## src/rtl/ram_arbiter.sv

```systemverilog
// ram_arbiter: three requesters (video, CPU, loader) share one single-port
// synchronous RAM with 1-cycle read latency. One grant per clock. A grant in
// cycle N drives mem_* in N+1, and the winner's ack pulses in N+2. Each
// requester has at most one access in flight, tracked by its pending bit.
module ram_arbiter #(
    parameter int unsigned ADDR_WIDTH     = 16,
    parameter int unsigned DATA_WIDTH     = 8,
    parameter bit          VIDEO_PRIORITY = 1'b1
) (
    input  logic                  clk,
    input  logic                  reset,

    input  logic                  vid_req,
    input  logic [ADDR_WIDTH-1:0] vid_addr,
    output logic                  vid_ack,
    output logic [DATA_WIDTH-1:0] vid_rdata,

    input  logic                  cpu_req,
    input  logic                  cpu_we,
    input  logic [ADDR_WIDTH-1:0] cpu_addr,
    input  logic [DATA_WIDTH-1:0] cpu_wdata,
    output logic                  cpu_ack,
    output logic [DATA_WIDTH-1:0] cpu_rdata,

    input  logic                  ldr_req,
    input  logic                  ldr_we,
    input  logic [ADDR_WIDTH-1:0] ldr_addr,
    input  logic [DATA_WIDTH-1:0] ldr_wdata,
    output logic                  ldr_ack,
    output logic [DATA_WIDTH-1:0] ldr_rdata,

    output logic [ADDR_WIDTH-1:0] mem_addr,
    output logic                  mem_we,
    output logic [DATA_WIDTH-1:0] mem_wdata,
    input  logic [DATA_WIDTH-1:0] mem_rdata
);

    // Requester identifiers; the encoding doubles as the bit index into
    // pending/ack vectors and as the round-robin order cpu -> ldr -> vid.
    typedef enum logic [1:0] {
        ID_CPU = 2'd0,
        ID_LDR = 2'd1,
        ID_VID = 2'd2
    } req_id_t;

    logic [2:0]            r_pending;
    logic [2:0]            r_ack;
    logic                  r_s1_vld;
    req_id_t               r_s1_id;
    logic                  r_cl_last_ldr;   // 1: loader won the last CPU/loader decision
    req_id_t               r_rr_last;       // last winner for three-way rotation

    logic [2:0]            w_req;
    logic [2:0]            w_elig;
    logic                  w_grant_vld;
    req_id_t               w_grant_id;
    logic [2:0]            w_grant_oh;
    logic [ADDR_WIDTH-1:0] w_gnt_addr;
    logic                  w_gnt_we;
    logic [DATA_WIDTH-1:0] w_gnt_wdata;
    int unsigned           w_cand;

    assign w_req  = {vid_req, ldr_req, cpu_req};
    assign w_elig = w_req & ~r_pending;

    // Winner selection among eligible requesters for this cycle.
    always_comb begin
        w_grant_vld = 1'b0;
        w_grant_id  = ID_CPU;
        w_cand      = 0;
        if (VIDEO_PRIORITY) begin
            if (w_elig[ID_VID]) begin
                w_grant_vld = 1'b1;
                w_grant_id  = ID_VID;
            end else if (w_elig[ID_CPU] && w_elig[ID_LDR]) begin
                w_grant_vld = 1'b1;
                w_grant_id  = r_cl_last_ldr ? ID_CPU : ID_LDR;
            end else if (w_elig[ID_CPU]) begin
                w_grant_vld = 1'b1;
                w_grant_id  = ID_CPU;
            end else if (w_elig[ID_LDR]) begin
                w_grant_vld = 1'b1;
                w_grant_id  = ID_LDR;
            end
        end else begin
            // Search starts at the requester after the last winner.
            for (int unsigned k = 1; k <= 3; k++) begin
                w_cand = ({30'd0, r_rr_last} + k) % 3;
                if (!w_grant_vld && w_elig[w_cand[1:0]]) begin
                    w_grant_vld = 1'b1;
                    w_grant_id  = req_id_t'(w_cand[1:0]);
                end
            end
        end
    end

    // Winner's one-hot and its access fields.
    always_comb begin
        w_grant_oh  = '0;
        w_gnt_addr  = cpu_addr;
        w_gnt_we    = cpu_we;
        w_gnt_wdata = cpu_wdata;
        if (w_grant_vld) begin
            w_grant_oh[w_grant_id] = 1'b1;
        end
        case (w_grant_id)
            ID_LDR: begin
                w_gnt_addr  = ldr_addr;
                w_gnt_we    = ldr_we;
                w_gnt_wdata = ldr_wdata;
            end
            ID_VID: begin
                w_gnt_addr  = vid_addr;
                w_gnt_we    = 1'b0;
                w_gnt_wdata = '0;
            end
            default: begin
                w_gnt_addr  = cpu_addr;
                w_gnt_we    = cpu_we;
                w_gnt_wdata = cpu_wdata;
            end
        endcase
    end

    // RAM port registers: capture the winner's access; idle cycles hold the address and drop write.
    always_ff @(posedge clk or posedge reset) begin
        if (reset) begin
            mem_addr  <= '0;
            mem_we    <= 1'b0;
            mem_wdata <= '0;
        end else if (w_grant_vld) begin
            mem_addr  <= w_gnt_addr;
            mem_we    <= w_gnt_we;
            mem_wdata <= w_gnt_wdata;
        end else begin
            mem_we    <= 1'b0;
        end
    end

    // Two-stage id pipeline: stage 1 tracks the RAM cycle, r_ack pulses when read data is out.
    always_ff @(posedge clk or posedge reset) begin
        if (reset) begin
            r_s1_vld <= 1'b0;
            r_s1_id  <= ID_CPU;
            r_ack    <= '0;
        end else begin
            r_s1_vld <= w_grant_vld;
            r_s1_id  <= w_grant_id;
            r_ack    <= '0;
            if (r_s1_vld) begin
                r_ack[r_s1_id] <= 1'b1;
            end
        end
    end

    // Pending bits: set at grant, cleared at the end of the ack cycle.
    always_ff @(posedge clk or posedge reset) begin
        if (reset) begin
            r_pending <= '0;
        end else begin
            r_pending <= (r_pending & ~r_ack) | w_grant_oh;
        end
    end

    // Fairness state; reset values make the CPU win the first tie in both modes.
    always_ff @(posedge clk or posedge reset) begin
        if (reset) begin
            r_cl_last_ldr <= 1'b1;
            r_rr_last     <= ID_VID;
        end else if (w_grant_vld) begin
            r_rr_last <= w_grant_id;
            if (w_grant_id == ID_CPU) begin
                r_cl_last_ldr <= 1'b0;
            end else if (w_grant_id == ID_LDR) begin
                r_cl_last_ldr <= 1'b1;
            end
        end
    end

    assign cpu_ack   = r_ack[ID_CPU];
    assign ldr_ack   = r_ack[ID_LDR];
    assign vid_ack   = r_ack[ID_VID];

    // Read data is shared; each port qualifies it with its own ack.
    assign cpu_rdata = mem_rdata;
    assign ldr_rdata = mem_rdata;
    assign vid_rdata = mem_rdata;

endmodule

```

## config.mk

```make
export PLATFORM = sky130hd
export DESIGN_NAME = ram_arbiter
export DESIGN_NICKNAME = d
export VERILOG_FILES = /design/src/rtl/ram_arbiter.sv
export SDC_FILE = /design/constraint.sdc
export NUM_CORES = 1
export LEC_CHECK = 0
export CAP_MARGIN = 20
export CELL_PAD_IN_SITES_DETAIL_PLACEMENT = 1
export CELL_PAD_IN_SITES_GLOBAL_PLACEMENT = 1
export CORE_MARGIN = 5
export CORE_UTILIZATION = 27
export CTS_BUF_LIST = sky130_fd_sc_hd__clkbuf_2 sky130_fd_sc_hd__clkbuf_4 sky130_fd_sc_hd__clkbuf_8
export CTS_CLUSTER_SIZE = 10
export DETAILED_ROUTE_END_ITERATION = 6
export PLACE_DENSITY_LB_ADDON = 0.1
export REMOVE_ABC_BUFFERS = 1
export SYNTH_ARGS = -nofsm -noshare
export SYNTH_HDL_FRONTEND = slang
export SYNTH_SLANG_ARGS = --single-unit
export TNS_END_PERCENT = 20
```

## constraint.sdc

```tcl
create_clock -name clk -period 2.8 [get_ports clk]
set_input_delay 0.84 -clock clk [delete_from_list [all_inputs] [get_ports clk]]
set_output_delay 0.84 -clock clk [all_outputs]
set_load 0.05 [all_outputs]
```

==> metrics.md <==
| Metric | Value |
|---|---|
| Clk Latency, worst-skew pair | 290 ps |
| Die Wd | 92.71 µm |
| Iter 0 DRT Violations | 16 |
| Initial antenna violation count | 0 |
| FILL cells | 778 |
| Number of diodes | 0 |
| Post-Route Setup TNS | 0 ps |
| Post-CTS Resized | 0 |
| Worst Skew | 7.406 ps |
| Initial Util | 27.49% |
| FF+latch area | 877.1 µm² |
| Asr flop ratio synth | 100.0% |
| Wire per inst | 16.98 µm |
| Worst-margin pin slew | 540.3 ps |
| Critical Path End Type | output pin |
| Synthesized flop and latch total | 35 |
| Fin worst setup slack | 485.7 ps |
| WP data arrival | 1470 ps |
| Multi-input gate area | 684.4 µm² |
| Setup WS pre-CTS | 442.2 ps |
| RR Startpoint | r_pending[0] |
| Final Hold Violating Endpoints | 0 |
| Post-CTS Hold Fix Bufs | 0 |
| H-tree depth | 2 |
| Placement row count | 30 |
| CTS Buf Count | 5 |
| Synth unique cells | 25 |
| Die H | 92.71 µm |
| Worst hold path depth | 1 |
| Max FO, Critical Path | 2 |
| CP max-delay cell | clkdlybuf4s50_1 |
| DRT Wirelength | 5961 µm |
| Setup violators final | 0 |
| Post-DRT Antenna Nets | 0 |
| Sequential area share after synthesis | 47.49% |
| Synthesized area | 1847 µm² |
| Rel. slew slack | 63.86% |
| Top_reg_cell synth | dfrtp_1 |
| CP required | 1960 ps |
| # port buffers | 98 |
| Vias in the first global route | 1841 |
| Peak supply drop | 0.3487 mV |
| Core Region | 6719 µm² |
| CP Cell Sequence | clkdlybuf4s50_1 |
| Global route overflow | 0 |
| Achievable Freq | 432.1 MHz |
| Final Cycle Share | 82.65% |
| Avg Synthesized Cell Area | 9.669 µm² |
| # IOs | 131 |
| Post-CTS Setup Bufs | 0 |
| FF-to-FF setup slack | 1360 ps |
| Clock-pin slew on the worst setup and hold paths | 80 ps |
| # nets final | 349 |
| DRT Pass-1 Iters | 3 |
| Setup Crit Path Kind | register to output pin |
| Area growth, synth to finish | 54.13% |
| Ratio of cells with drive above 1 in the final layout | 8.856% |
| P per Cell Area | 1053 nW/µm² |
| Vias per cell | 4.721 |
| WHS Endpoint | r_pending[2] |
| Max Cap Viol | 0 |
| Critical Path Start Type | register |
| Minimum clock period | 2314 ps |
| HP Class | register to register |
| First-pass GRT wire length | 9501 µm |
| CTS tree | yes |
| Final HPWL DP | 4388 µm |
| LEAKAGE | 1.288 nW |
| Largest net degree at the start of global routing | 36 |
| Unrepaired setup endpoints after global routing | false |
| Routability Congestion | 0.7303 |
| RR Endpoint | mem_addr[12] |
| Hold path start | r_ack[2] |
| CP top delay family | buffers and inverters |
| Die ar. | 8594 µm² |
| Reg2Reg Depth | 5 |
| Vias | 1657 |
| Gr usage total | 14.13% |
| Remaining DRCs | 0 |
| Clock Sinks | 35 |
| Worst stage delay on the critical path | 840 ps |
| Ys Warns | 0 |
| CP bufs+invs | 1 |
| Root Driver | clkbuf_8 |
| Gate Count Post-Synth | 191 |
| Run status | completed |
| CTS max path bufs | 2 |
| Max-slew violation count | 0 |
| Post-synth EDFFs | 0 |
cell families (layout without fill, tap and decap cells):
logic type	Yosys count	count (layout)	share of synthesized area, %
multiplexers	16	16	8.672
flip-flops	35	35	47.49
AO/OA/AOI/OAI	49	49	15.31
AND/OR/NAND/NOR	51	51	13.08
buffers and inverters	40	120	15.45
synthesized netlist by cell type, types with 2 or more instances:
cell      count  share of area, %
inv_1         5               1.0
nand2_1       4              0.81
nor2_1       24               4.9
dfrtp_1      34                46
nand2_2       2              0.68
nand2b_1      2              0.68
buf_6         3               1.8
mux2i_1      16               8.7
a21oi_1      18               4.9
buf_2         2              0.54
o21ai_0       8               2.2
buf_4        25                10
a21o_1        2              0.81
nor3_1       14               3.8
clkbuf_1      4              0.81
o22ai_1      18               6.1
a21oi_2       2              0.95
registers in the layout, indices dropped and copies added, names as in the netlist:
name           count
mem_addr          16
mem_wdata          8
mem_we             1
r_ack              3
r_cl_last_ldr      1
r_pending          3
r_s1_id            2
r_s1_vld           1
worst max path at each step:
stage | start | endpoint | slack, ps | depth (start not counted)
floorplan | cpu_req | mem_addr[0] | 610 | 4
global placement | cpu_req | mem_addr[2] | 460 | 6
detailed placement | cpu_req | mem_addr[12] | 440 | 6
CTS | r_ack[1] | ldr_ack | 470 | 1
global route | mem_addr[12] | mem_addr[12] | 420 | 1
finish | mem_addr[12] | mem_addr[12] | 490 | 1
per-stage QoR:
stage	utilization, %	power (mW)	hold WS, ps	instances	area (µm²)
floorplan	-	1.887	414.8	156	1580
global placement	40.61	2.540	440.5	343	2729
detailed placement	40.61	2.555	449.5	343	2729
CTS	42.37	3.049	461.7	351	2846
global route	42.37	3.168	480.9	351	2846
finish	42.37	2.999	453.0	351	2846
layout by cell type, fill, tap and decap left out:
cell type / n
nor3b_1: 1
nand2_2: 2
nand2_1: 4
nand2b_1: 2
nor2_2: 1
a21oi_1: 18
nor3_1: 14
nor2b_4: 1
nor2_1: 24
inv_1: 5
a21o_1: 2
a22oi_1: 1
clkinv_2: 1
a21oi_2: 2
buf_4: 9
clkbuf_8: 6
bufinv_16: 1
nand3_1: 1
clkdlybuf4s50_1: 98
dfstp_2: 1
o21ai_0: 8
and3b_1: 1
o22ai_1: 18
mux2i_1: 16
dfrtp_1: 34
cell type report:
cell class | count | share of cell area, %
Clock buffer | 6 | 2.901
Clock inverter | 2 | 1.231
Inverter | 5 | 0.6593
Multi-Input combinational cell | 116 | 24.04
Sequential cell | 35 | 30.81
Tap cell | 80 | 3.516
Timing Repair Buffer | 107 | 36.84
power by group:
group | internal (mW) | leakage [nW] | switching, mW
Clock | 0.288 | 0.0612 | 0.189
Combinational | 0.614 | 0.804 | 1.06
Sequential | 0.725 | 0.423 | 0.117
routing by layer:
metal	GRT usage (%)	up-vias	share of wire [%]	wire length [µm]
li1	-	793	-	-
met1	16.33	759	40	2413
met2	22.36	99	46	2715
met3	8.692	6	13	781
met4	2.930	0	0.86	51
met5	0.6410	-	0	0
Power figures use the tool's default switching activity.
